**config.mk**
```make
export PLATFORM = sky130hd
export DESIGN_NAME = program_loader_flat
export DESIGN_NICKNAME = d
export VERILOG_FILES = /design/src/rtl/core_pkg.sv /design/src/rtl/program_loader_if.sv /design/src/rtl/word_assembler.sv /design/src/rtl/program_loader.sv /design/src/flat_wrapper.sv
export SDC_FILE = /design/constraint.sdc
export NUM_CORES = 1
export LEC_CHECK = 0
export ABC_CLOCK_PERIOD_IN_PS = 2700
export CORE_ASPECT_RATIO = 1.2
export CORE_MARGIN = 4
export CORE_UTILIZATION = 45
export DETAILED_ROUTE_END_ITERATION = 7
export PLACE_DENSITY = 0.68
export SYNTH_ARGS = -nofsm -noshare
export SYNTH_HDL_FRONTEND = slang
export SYNTH_SLANG_ARGS = --single-unit
```
**constraint.sdc**
```tcl
create_clock -name clk -period 2.7 [get_ports clk]
set_input_delay 0.405 -clock clk [delete_from_list [all_inputs] [get_ports clk]]
set_output_delay 0.405 -clock clk [all_outputs]
set_load 0.02 [all_outputs]
```
**src/rtl/core_pkg.sv**
```systemverilog
// Shared loader/decoder definitions: opcode constants, loader FSM states and status bytes.
package core_pkg;

  localparam logic [6:0] OpLui    = 7'b0110111;
  localparam logic [6:0] OpAuipc  = 7'b0010111;
  localparam logic [6:0] OpJal    = 7'b1101111;
  localparam logic [6:0] OpJalr   = 7'b1100111;
  localparam logic [6:0] OpBranch = 7'b1100011;
  localparam logic [6:0] OpLoad   = 7'b0000011;
  localparam logic [6:0] OpStore  = 7'b0100011;
  localparam logic [6:0] OpCalci  = 7'b0010011;
  localparam logic [6:0] OpCalc   = 7'b0110011;
  localparam logic [6:0] OpFload  = 7'b0000111;
  localparam logic [6:0] OpFstore = 7'b0100111;
  localparam logic [6:0] OpF      = 7'b1010011;

  localparam logic [7:0] StatusOk  = 8'hAA;
  localparam logic [7:0] StatusBad = 8'hEE;

  typedef enum logic [2:0] {
    StIdle,
    StLen,
    StData,
    StAck,
    StDone
  } loader_state_t;

  function automatic logic is_supported_op(logic [6:0] op);
    return op inside {OpLui, OpAuipc, OpJal, OpJalr, OpBranch, OpLoad,
                      OpStore, OpCalci, OpCalc, OpFload, OpFstore, OpF};
  endfunction

endpackage

```
**src/rtl/program_loader_if.sv**
```systemverilog
// Byte stream in, status byte out and instruction-memory write port of the loader.
interface program_loader_if #(
  parameter int unsigned ADDR_W = 12
);
  logic              rx_valid;
  logic [7:0]        rx_data;
  logic              imem_we;
  logic [ADDR_W-1:0] imem_addr;
  logic [31:0]       imem_wdata;
  logic              tx_valid;
  logic [7:0]        tx_data;
  logic              tx_ready;

  modport master (
    input  rx_valid, rx_data, tx_ready,
    output imem_we, imem_addr, imem_wdata, tx_valid, tx_data
  );

  modport slave (
    output rx_valid, rx_data, tx_ready,
    input  imem_we, imem_addr, imem_wdata, tx_valid, tx_data
  );
endinterface

```
**src/rtl/word_assembler.sv**
```systemverilog
// Collects four bytes (LSB first) into a 32-bit word; word_o/done_o are valid in the
// cycle the fourth byte is presented.
module word_assembler (
  input  logic        clk,
  input  logic        rstn,
  input  logic        clr_i,
  input  logic        valid_i,
  input  logic [7:0]  byte_i,
  output logic [31:0] word_o,
  output logic        done_o
);

  // Only the three earlier bytes need storage; the fourth comes straight from byte_i.
  logic [23:0] shift_q, shift_d;
  logic [1:0]  cnt_q, cnt_d;

  always_comb begin
    shift_d = shift_q;
    cnt_d   = cnt_q;
    if (clr_i) begin
      shift_d = '0;
      cnt_d   = '0;
    end else if (valid_i) begin
      shift_d = {byte_i, shift_q[23:8]};
      cnt_d   = cnt_q + 2'd1;
    end
  end

  assign word_o = {byte_i, shift_q};
  assign done_o = valid_i && !clr_i && (cnt_q == 2'd3);

  always_ff @(posedge clk or negedge rstn) begin
    if (!rstn) begin
      shift_q <= '0;
      cnt_q   <= '0;
    end else begin
      shift_q <= shift_d;
      cnt_q   <= cnt_d;
    end
  end

endmodule

```
**src/rtl/program_loader.sv**
```systemverilog
// Loads a length-prefixed byte stream into instruction memory, checks opcodes and
// reports a one-byte status over the transmit handshake.
module program_loader
  import core_pkg::*;
#(
  parameter int unsigned ADDR_W = 12
) (
  input  logic             clk,
  input  logic             rstn,
  input  logic             start,
  output logic             busy,
  output logic             done,
  output logic             bad_op,
  program_loader_if.master bus
);

  localparam logic [32:0] Depth = 33'(1) << ADDR_W;

  loader_state_t     state_q, state_d;
  logic [31:0]       idx_q, idx_d;
  logic [31:0]       len_q, len_d;
  logic              imem_we_q, imem_we_d;
  logic [ADDR_W-1:0] imem_addr_q, imem_addr_d;
  logic [31:0]       imem_wdata_q, imem_wdata_d;
  logic              tx_valid_q, tx_valid_d;
  logic [7:0]        tx_data_q, tx_data_d;
  logic              busy_q, busy_d;
  logic              done_q, done_d;
  logic              bad_op_q, bad_op_d;

  logic        asm_clr;
  logic        asm_valid;
  logic [31:0] asm_word;
  logic        asm_done;
  logic        in_range;
  logic        word_bad;

  // Bytes outside LEN/DATA never reach the assembler, so they are simply dropped.
  assign asm_valid = bus.rx_valid && ((state_q == StLen) || (state_q == StData));
  assign in_range  = {1'b0, idx_q} < Depth;

  word_assembler u_word_assembler (
    .clk     (clk),
    .rstn    (rstn),
    .clr_i   (asm_clr),
    .valid_i (asm_valid),
    .byte_i  (bus.rx_data),
    .word_o  (asm_word),
    .done_o  (asm_done)
  );

  always_comb begin
    state_d      = state_q;
    idx_d        = idx_q;
    len_d        = len_q;
    imem_we_d    = 1'b0;
    imem_addr_d  = imem_addr_q;
    imem_wdata_d = imem_wdata_q;
    tx_valid_d   = tx_valid_q;
    tx_data_d    = tx_data_q;
    busy_d       = busy_q;
    done_d       = done_q;
    bad_op_d     = bad_op_q;
    asm_clr      = 1'b0;
    word_bad     = 1'b0;

    unique case (state_q)
      StIdle, StDone: begin
        if (start) begin
          state_d  = StLen;
          idx_d    = '0;
          len_d    = '0;
          busy_d   = 1'b1;
          done_d   = 1'b0;
          bad_op_d = 1'b0;
          asm_clr  = 1'b1;
        end
      end
      StLen: begin
        if (asm_done) begin
          len_d = asm_word;
          if (asm_word == '0) begin
            state_d    = StAck;
            tx_valid_d = 1'b1;
            tx_data_d  = bad_op_q ? StatusBad : StatusOk;
          end else begin
            state_d = StData;
          end
        end
      end
      StData: begin
        if (asm_done) begin
          // Words past the memory depth are consumed but flagged instead of written.
          word_bad = !is_supported_op(asm_word[6:0]) || !in_range;
          if (in_range) begin
            imem_we_d    = 1'b1;
            imem_addr_d  = idx_q[ADDR_W-1:0];
            imem_wdata_d = asm_word;
          end
          bad_op_d = bad_op_q | word_bad;
          idx_d    = idx_q + 32'd1;
          if (idx_d == len_q) begin
            state_d    = StAck;
            tx_valid_d = 1'b1;
            tx_data_d  = (bad_op_q | word_bad) ? StatusBad : StatusOk;
          end
        end
      end
      StAck: begin
        if (bus.tx_ready) begin
          state_d    = StDone;
          tx_valid_d = 1'b0;
          tx_data_d  = '0;
          busy_d     = 1'b0;
          done_d     = 1'b1;
        end
      end
      default: state_d = StIdle;
    endcase
  end

  always_ff @(posedge clk or negedge rstn) begin
    if (!rstn) begin
      state_q      <= StIdle;
      idx_q        <= '0;
      len_q        <= '0;
      imem_we_q    <= 1'b0;
      imem_addr_q  <= '0;
      imem_wdata_q <= '0;
      tx_valid_q   <= 1'b0;
      tx_data_q    <= '0;
      busy_q       <= 1'b0;
      done_q       <= 1'b0;
      bad_op_q     <= 1'b0;
    end else begin
      state_q      <= state_d;
      idx_q        <= idx_d;
      len_q        <= len_d;
      imem_we_q    <= imem_we_d;
      imem_addr_q  <= imem_addr_d;
      imem_wdata_q <= imem_wdata_d;
      tx_valid_q   <= tx_valid_d;
      tx_data_q    <= tx_data_d;
      busy_q       <= busy_d;
      done_q       <= done_d;
      bad_op_q     <= bad_op_d;
    end
  end

  assign bus.imem_we    = imem_we_q;
  assign bus.imem_addr  = imem_addr_q;
  assign bus.imem_wdata = imem_wdata_q;
  assign bus.tx_valid   = tx_valid_q;
  assign bus.tx_data    = tx_data_q;
  assign busy           = busy_q;
  assign done           = done_q;
  assign bad_op         = bad_op_q;

endmodule

```
**src/flat_wrapper.sv**
```systemverilog
// flat-port wrapper written by rule: the top's interface ports become plain ports
module program_loader_flat import core_pkg::*;
#(
  parameter int unsigned ADDR_W = 12
)
  (clk, rstn, start, busy, done, bad_op, bus_rx_valid, bus_rx_data, bus_tx_ready, bus_imem_we, bus_imem_addr, bus_imem_wdata, bus_tx_valid, bus_tx_data);
  program_loader_if #(.ADDR_W(ADDR_W)) bus_i ();
  input  logic clk;
  input  logic rstn;
  input  logic start;
  output logic busy;
  output logic done;
  output logic bad_op;
  input wire logic [$bits(bus_i.rx_valid)-1:0] bus_rx_valid;
  input wire logic [$bits(bus_i.rx_data)-1:0] bus_rx_data;
  input wire logic [$bits(bus_i.tx_ready)-1:0] bus_tx_ready;
  output wire logic [$bits(bus_i.imem_we)-1:0] bus_imem_we;
  output wire logic [$bits(bus_i.imem_addr)-1:0] bus_imem_addr;
  output wire logic [$bits(bus_i.imem_wdata)-1:0] bus_imem_wdata;
  output wire logic [$bits(bus_i.tx_valid)-1:0] bus_tx_valid;
  output wire logic [$bits(bus_i.tx_data)-1:0] bus_tx_data;
  assign bus_i.rx_valid = bus_rx_valid;
  assign bus_i.rx_data = bus_rx_data;
  assign bus_i.tx_ready = bus_tx_ready;
  assign bus_imem_we = bus_i.imem_we;
  assign bus_imem_addr = bus_i.imem_addr;
  assign bus_imem_wdata = bus_i.imem_wdata;
  assign bus_tx_valid = bus_i.tx_valid;
  assign bus_tx_data = bus_i.tx_data;
  program_loader #(.ADDR_W(ADDR_W)) u_core (.clk(clk), .rstn(rstn), .start(start), .busy(busy), .done(done), .bad_op(bad_op), .bus(bus_i));
endmodule
```
==> Word level (Yosys, flattened, before mapping) <==
Index checks and enable logic that the tools add are counted.
{ "totals": {"ff_bits": 150, "wordCells": 106, "output_inout_bits": 57} }
{ "classes": {"mux": 42, "n_reduce_logical": 23, "bitwise_logic": 1, "n_lt_le_gt_ge": 1, "n_addsub": 2, "n_eq_ne": 24} }
{ "op_table": {"columns": ["cell", "n"], "rows": [
  ["case mux 32 bit (2 select lines)", 2],
  ["2-to-1 mux 32 bit", 3],
  ["2-to-1 mux 24 bit", 2],
  ["2-to-1 mux 8 bit", 5],
  ["adder 32 x 1 -> 32 bit (second input constant)", 1],
  ["== test 32 bit", 1],
  ["zero test 32 bit", 1],
  ["less-than comparator 32 x 13 -> 1 bit (second input constant)", 1],
  ["== test 7 x 6 -> 1 bit (second input constant)", 4],
  ["== test 7 bit (second input constant)", 4],
  ["case mux 8 bit (3 select lines)", 1],
  ["2-to-1 mux 1 bit", 15],
  ["2-to-1 mux 3 bit", 5],
  ["== test 7 x 5 -> 1 bit (second input constant)", 2],
  ["2-to-1 mux 7 bit", 2],
  ["case mux 3 bit (4 select lines)", 1],
  ["AND reduction 3 bit", 4],
  ["nonzero test 12 bit", 1],
  ["!= test 2 bit (second input constant)", 4],
  ["nonzero test 2 bit", 4],
  ["== test 7 x 2 -> 1 bit (second input constant)", 1],
  ["== test 7 x 3 -> 1 bit (second input constant)", 1],
  ["== test 3 x 2 -> 1 bit (second input constant)", 2],
  ["case mux 1 bit (2 select lines)", 3],
  ["16 further kinds", 23]
]} }

==> Logic depth before layout (Yosys ltp) <==
Gate-level depths: netlist of the first run.
{ "depth": {"ltp_word": 9, "mapped_depth": 11} }

==> Hierarchy <==
From an unflattened synthesis of the first run, not the netlist that was laid out.
{ "hier_totals": {"hier_cells": 734, "hier_area_um2": 7544.7} }
{ "modules_own_cells": {"columns": ["mod", "cells_per_inst", "instances", "area_each_um2"], "rows": [
  ["program_loader", 639, 1, 6388.6],
  ["word_assembler", 95, 1, 1156.1]
]} }

==> Least setup slack after synthesis of the first run <==
OpenSTA, ideal clock, no wires.
{ "synth_timing": {"path_type": "flip-flop to flip-flop", "start": "register u_core.idx_q[0]", "end": "register u_core.tx_data_q[6] (netlist: u_core.bus.tx_data[6])", "setup_ps": 119, "required_ps": 2581, "slack_ps": -27, "t_arrival_ps": 2608, "path_stages_with_launch": 11, "path_cell_list": "dfrtp_1 -> ha_1 -> nand3_1 -> nor2_1 -> nand4_1 -> xnor2_1 -> or4_1 -> nor4_2 -> nand4_2 -> a21oi_1 -> o21ba_1"} }
{ "synth_between": {"elab_chain_len": 8, "word_cells_on_any_way": 12, "cone_classes": "1 x add/sub; 1 x order compare; 2 x eq/ne; 4 x mux; 1 x bitwise; 3 x reduce/logical"} }
{ "synth_rtl": {"columns": ["element", "line_no", "rtl"], "rows": [
  ["start, declared", "program_loader.sv:20", "logic [31:0] idx_q, idx_d;"],
  ["start signal, assigned", "program_loader.sv:137", "idx_q <= idx_d;"],
  ["less-than comparator 32 x 13 -> 1 bit", "program_loader.sv:40", "assign in_range = {1'b0, idx_q} < Depth;"],
  ["zero test 1 bit", "program_loader.sv:94", "word_bad = !is_supported_op(asm_word[6:0]) || !in_range;"],
  ["logical OR 1 bit", "program_loader.sv:94", null],
  ["bitwise OR 1 bit", "program_loader.sv:105", "tx_data_d = (bad_op_q | word_bad) ? StatusBad : StatusOk;"],
  ["2-to-1 mux 7 bit", "program_loader.sv:105", null],
  ["2-to-1 mux 8 bit", "program_loader.sv:102", "if (idx_d == len_q) begin"],
  ["2-to-1 mux 8 bit", "program_loader.sv:92", "if (asm_done) begin"],
  ["case mux 8 bit (3 select lines)", "program_loader.sv:67", "unique case (state_q)"],
  ["end signal, assigned", "program_loader.sv:143", "tx_data_q <= tx_data_d;"],
  ["end, declared", "program_loader.sv:26", "logic [7:0] tx_data_q, tx_data_d;"]
]} }
Several ways; a longest one is shown, not always the timed one. The select of a mux whose other input is x is not followed.
A chain may end at the register's enable or synchronous reset.

==> Worst setup path in the final report of the first run <==
{ "layout_timing": {"start": "register u_core.idx_q[8]", "end": "register u_core.tx_data_q[6] (netlist: u_core.bus.tx_data[6])"} }
Same word-level chain as after synthesis.

==> results.ini, run 1 <==
[outcome]
status=completed

[setup_path]
worstPathArrival_ns=3.00
worst-r2r-cell-count=12
timing_worst_setup_path_type=flop to flop
critPathCaptureType=flop
r2r_slack_ns=0.07
cp.required_ns=3.07
timing.rr.start=u_core.idx_q[8]
rr_endpoint=u_core.bus.tx_data[6]
critPathMaxFanout=6
startpoint_type=flop

[finish]
final_nets=901
final_common_cell=nand2_1
antenna_cells=0
drive_above_1_share_pct=23.94
syn_to_final_growth_pct=28.78
regArea_um2=3620
num-fill-cells=1380
multi_input_area_um2=3633
finalInstanceArea_um2=9495
final_cell_mix=nand2_1 (151), dfrtp_1 (131), o21ai_0 (77), buf_4 (76), clkdlybuf4s50_1 (66)

[min_path]
holdPathEnd=u_core.bus.imem_addr[10]
min_path_type=flop to flop
min_path_cells=1
min-delay-start=u_core.bus.imem_addr[10]

[clock_network]
path_clk_slew_ns=0.06
cts_sinks=144
clockBufferDepth=2
cts_tree=yes
htree_levels=4
cts_root_buffer=clkbuf_16
numCtsBuffers=17
insertion_delay_ns=0.43

[job]
cap_violations=0

[global_route]
grt_antenna_before_repair=0
grt_first_pass_wirelength_mm=31.73
grt_most_used_layer=met2
grt_pass1_vias=5869
grtUsageTotal_pct=21.38
met2_usage_pct=34.44
overflow=0
grt_max_degree=65
grt.met3_usage_pct=3.412
use_met1_pct=29.31

[floorplanning]
die_w_um=124.9
die_area_um2=18510
die_h_um=148.2
ios=70
fp-row-count=51
start_util_pct=45.67
core_area_um2=16140

[power_and_ir_drop]
power_leakage_nw=4.344
vdd_drop_max_mv=0.5068
cellPowerDensity_nw_per_um2=740.6

[place]
dp_hpwl_mm=13.66
io_buffer_count=67
gp_congestion=0.9646
placedInstanceArea_um2=8683

[synthesis]
syn_inst=773
synth_area_leaders=dfrtp_1 (49%), nand2_1 (7.7%), mux2_2 (6.7%), o21ai_0 (5.2%), xnor2_1 (3.8%)
synth_edf_count=0
ys.flop_type=dfrtp_1
ys_ff_latch=144
synth_area_per_cell_um2=9.539
seq_area_frac_synth_pct=48.87
netlist_area_um2=7373
async_reset_ff_share_pct=100.0
yosysTopAreaCell=dfrtp_1
synth_cell_types=63
synth_top_area_share_pct=48.87
ys_warn_count=0

[sta]
fin_crit_sh_pct=97.59
skew_ns=0.007492
setup-tns-final_ns=0
slew_headroom_pct=57.59
tightestPinTransition_ns=0.6303
max_freq_ghz=0.3795
slew_violations=0
setup_violations=0
hold_viol=0
min_period_ns=2.635

[detailed_routing]
detailroute.via_count=6225
drcViolationCount=0
drt_iter0_markers=443
drt_wl_total_mm=19.81
drtAntennaViolNets=0
vias_per_cell=5.608
wire_per_inst_um=17.85
firstDrtPassIters=5

## metrics by stage
stage          worst slack (ns)  total power, mW  hold WS (ns)  utilization, %  instances
6_report                0.06514            7.032        0.5021           58.82       1110
5_1_grt                -0.03077            7.376        0.5220           58.82       1110
4_1_cts                 0.01301            6.996        0.5101           57.29       1100
3_5_place_dp           -0.05815            4.751        0.4402           53.79       1068
3_3_place_gp           -0.03017            4.727        0.4422           53.79       1068
2_1_floorplan          0.006171            3.998        0.1094               -        774
## final cells by class
class	instances	share of cell area, %
multi-input combinational	563	38.27
sequential	144	38.12
timing repair buffer	152	14.69
clock buffer	19	4.665
tap	212	2.794
clock inverter	12	1.146
inverter	8	0.3162
## cell families after synthesis
kind of cell,Yosys count,share of synthesized area [%]
AOI/OAI and AO/OA,132,10.45
DFF,144,48.87
other,1,0.05086
adders and majority gates,3,0.4920
muxes,45,6.856
xor gates and xnor gates,52,6.279
buffers and inverters,67,4.208
and+or+nand+nor,329,22.79
## registers in the layout, indices dropped and copies added, names as in the netlist, 2 cells and up
register,flops
u_core.bus.imem_wdata,32
u_core.bus.imem_addr,12
u_core.idx_q,32
u_core.bus.tx_data,2
u_core.len_q,32
u_core.u_word_assembler.shift_q,24
u_core.u_word_assembler.cnt_q,2
u_core.state_q,3
## synth_stat cells, types with 3 or more instances
master,instances
or4_1,3
nand3_1,50
nor4_2,3
nor2b_1,3
o211ai_1,3
nand2_1,151
dfrtp_1,144
a31oi_1,6
nor4_1,15
o31ai_1,12
xnor2_1,32
nor2_1,31
nand4_1,18
buf_2,20
o21a_1,3
inv_1,8
or3_1,4
a21oi_1,12
clkbuf_1,29
o21ai_0,77
mux2_2,44
and4_1,7
o21ai_1,3
and2_1,9
xor2_1,19
and3_1,8
buf_4,7
nor3_1,4
## power breakdown
group          leakage [nW]  internal [mW]  switching, mW
Clock                 0.270           1.29          0.933
Sequential             1.95           2.51          0.475
Combinational          2.12          0.785           1.04
## per-layer routing
metal,part of all wire (%),vias to the layer above
met5,0,-
met4,3.0,0
met3,5.0,48
met2,48,213
met1,44,3025
li1,-,2939
## worst max path at each step
stage | start | to | slack (ns) | cells after the start
after global placement | u_core.idx_q[6] | u_core.bus.tx_data[6] | -0.03 | 12
after floorplan | u_core.idx_q[0] | u_core.bus.tx_data[6] | 0.006 | 10
after detailed placement | u_core.idx_q[6] | u_core.bus.tx_data[6] | -0.06 | 12
after global routing | u_core.idx_q[0] | u_core.bus.tx_data[6] | -0.03 | 12
final | u_core.idx_q[8] | u_core.bus.tx_data[6] | 0.07 | 12
after CTS | u_core.idx_q[4] | u_core.bus.tx_data[6] | 0.01 | 12
## worst max-delay path, stage by stage (launching register included)
cell and delay [ns]:
dfrtp_1 0.45, and3_1 0.28, nand4_4 0.15, buf_6 0.17, nor3_4 0.22, buf_6 0.14
xnor2_2 0.11, nand3_2 0.12, nor4_4 0.29, buf_4 0.17, nand4_4 0.10, a22oi_2 0.22
o21ba_1 0.16
## what timing repair did
| item | in CTS | in global routing |
|---|---|---|
| gates cloned | 0 | 0 |
| hold buffers | 1 | 0 |
| setup endpoints to repair | 4 | 4 |
| gates resized for setup | 3 | 39 |
| pin swaps | 0 | 19 |
| setup buffers | 0 | 10 |
| hold endpoints to repair | 12 | 0 |
No activity file was read; power rests on OpenSTA's default activity.
==> run 2, diff against run 1 <==
GPL_ROUTABILITY_DRIVEN = 0   (was not set)
SKIP_LAST_GASP = 1   (was not set)
==> results.ini, run 2 (synthesis gave the netlist of run 1 again) <==
[outcome]
status=completed

[job]
cap_violations=0

[place]
dp.cells=1059
io_buffer_count=67
dp_hpwl_mm=13.17
preCtsSetupSlack_ns=-0.09460

[sta]
fin_ws_ns=0.02348
fin_crit_sh_pct=99.13
setup_violations=0
min_period_ns=2.677
tightestPinTransition_ns=0.5765
slew_violations=0
skew_ns=0.009478
slew_headroom_pct=61.56
hold_viol=0
rsz0062_at_grt=true
setup-tns-final_ns=0
max_freq_ghz=0.3736

[detailed_routing]
firstDrtPassIters=5
drt_iter0_markers=471
drcViolationCount=0
detailroute.via_count=6200
drtAntennaViolNets=0
wire_per_inst_um=17.46
drt_wl_total_mm=19.28
vias_per_cell=5.616

[clock_network]
numCtsBuffers=17
path_clk_slew_ns=0.06
htree_levels=4
cts_sinks=144
cts_root_buffer=clkbuf_16
clockBufferDepth=2
cts_tree=yes
insertion_delay_ns=0.43

[setup_path]
worst-path-stages=11
worstPathArrival_ns=3.04
crit_start=u_core.idx_q[19]
timing_worst_setup_path_type=flop to flop
cp.required_ns=3.06
cp_slowest_cell=dfrtp_2
cpPeakStageDelay_ns=0.44
timing.rr.start=u_core.idx_q[19]
worstPathBufferInverterCount=2
crit_family=simple AND/OR/NAND/NOR gates
worst-r2r-cell-count=11
critPathCaptureType=flop
worstPathCellList=and4_1 -> nand4_1 -> nor3_4 -> buf_6 -> xnor2_2 -> nand3_1 -> nor4_2 -> buf_4 -> nand4_4 -> a22oi_2 -> o21ba_1
startpoint_type=flop
critPathCapture=u_core.bus.tx_data[6]
r2r_slack_ns=0.02
rr_endpoint=u_core.bus.tx_data[6]
critPathMaxFanout=6

[finish]
final_cell_mix=nand2_1 (151), dfrtp_1 (129), o21ai_0 (76), buf_4 (70), clkdlybuf4s50_1 (66)
num-fill-cells=1353
drive_above_1_share_pct=22.98
final_nets=895
antenna_cells=0
final_cells=1104
final_core_util_pct=58.47
final_common_cell=nand2_1
syn_to_final_growth_pct=28.02

[min_path]
min_path_type=flop to flop
min_path_cells=1

[global_route]
overflow=0
grtUsageTotal_pct=20.81
grt_first_pass_wirelength_mm=31.02
grt_max_degree=65
grt_antenna_before_repair=0
grt_pass1_vias=5800

[floorplanning]
ios=70
fp-row-count=51
core_area_um2=16140
die_w_um=124.9
die_h_um=148.2
start_util_pct=45.67
die_area_um2=18510

[power_and_ir_drop]
vdd_drop_max_mv=0.5008
power_leakage_nw=4.281
power_mw=7.043
cellPowerDensity_nw_per_um2=746.1

## run 2: changes by cell type in the layout (fill, tap and decap cells not counted), moves of 2 or more
cell and change:
clkinvlp_4 +2, dfrtp_1 -2, inv_6 -2, dfrtp_2 +2, clkinv_4 -2, clkinv_2 -2, buf_4 -6, clkbuf_1 +2
## run 2: through the flow
| stage | hold WS [ns] | cell area [µm²] |
|---|---|---|
| after global routing | 0.5171 | 9439 |
| final | 0.5020 | 9439 |
| after CTS | 0.5061 | 9208 |
| after global placement | 0.4244 | 8603 |
| after floorplan | 0.1094 | 7380 |
| after detailed placement | 0.4233 | 8603 |
## run 2: cell type report
type                    instances  area [µm²]  area share [%]
clock buffers                  22       464.2           4.918
clock inverters                 9       108.9           1.153
inverters                       8       30.03          0.3181
multi-input cells             563        3607           38.22
flip-flops and latches        144        3622           38.37
well taps                     212       265.3           2.810
repair buffers                146        1341           14.21
## run 2: worst register-to-register path, cell delays in order, from the launching register on
cell and delay, ns:
dfrtp_2 0.44, and4_1 0.26, nand4_1 0.26, nor3_4 0.29, buf_6 0.13, xnor2_2 0.09, nand3_1 0.12, nor4_2 0.33
buf_4 0.18, nand4_4 0.11, a22oi_2 0.24, o21ba_1 0.16
## run 2: worst min-delay path by stage
stage                          endpoint  slack, ns                      from
6_report       u_core.bus.imem_wdata[5]       0.50  u_core.bus.imem_wdata[5]
5_1_grt        u_core.bus.imem_wdata[5]       0.52  u_core.bus.imem_wdata[5]
4_1_cts             u_core.bus.tx_valid       0.51       u_core.bus.tx_valid
3_5_place_dp    u_core.bus.imem_addr[5]       0.42                      rstn
3_3_place_gp            u_core.idx_q[0]       0.42                      rstn
2_1_floorplan             u_core.bad_op       0.11                      rstn
## run 2: power by group
part	internal (mW)	leakage [nW]	switching (mW)	total (mW)
Clock	1.40	0.269	0.890	2.29
Sequential	2.51	1.95	0.500	3.01
Combinational	0.741	2.06	1.00	1.74
## run 2: repair_timing
item | 4_1_cts | 5_1_grt
endpoints found under the setup margin | 4 | 4
gates resized for setup | 7 | 36
hold buffers | 1 | 0
buffers inserted | 1 | 12
pin swaps | 2 | 21
endpoints found under the hold margin | 57 | 0
## run 2: routing by layer
metal / track usage, % / part of all wire, % / routed length (µm) / vias to the layer above
met3: 3.628 / 5.4 / 1049 / 33
met2: 33.31 / 48 / 9274 / 230
met5: 0 / 0 / 0 / -
met4: 7.484 / 2.4 / 467 / 0
li1: - / - / - / 2918
met1: 28.77 / 44 / 8486 / 3019
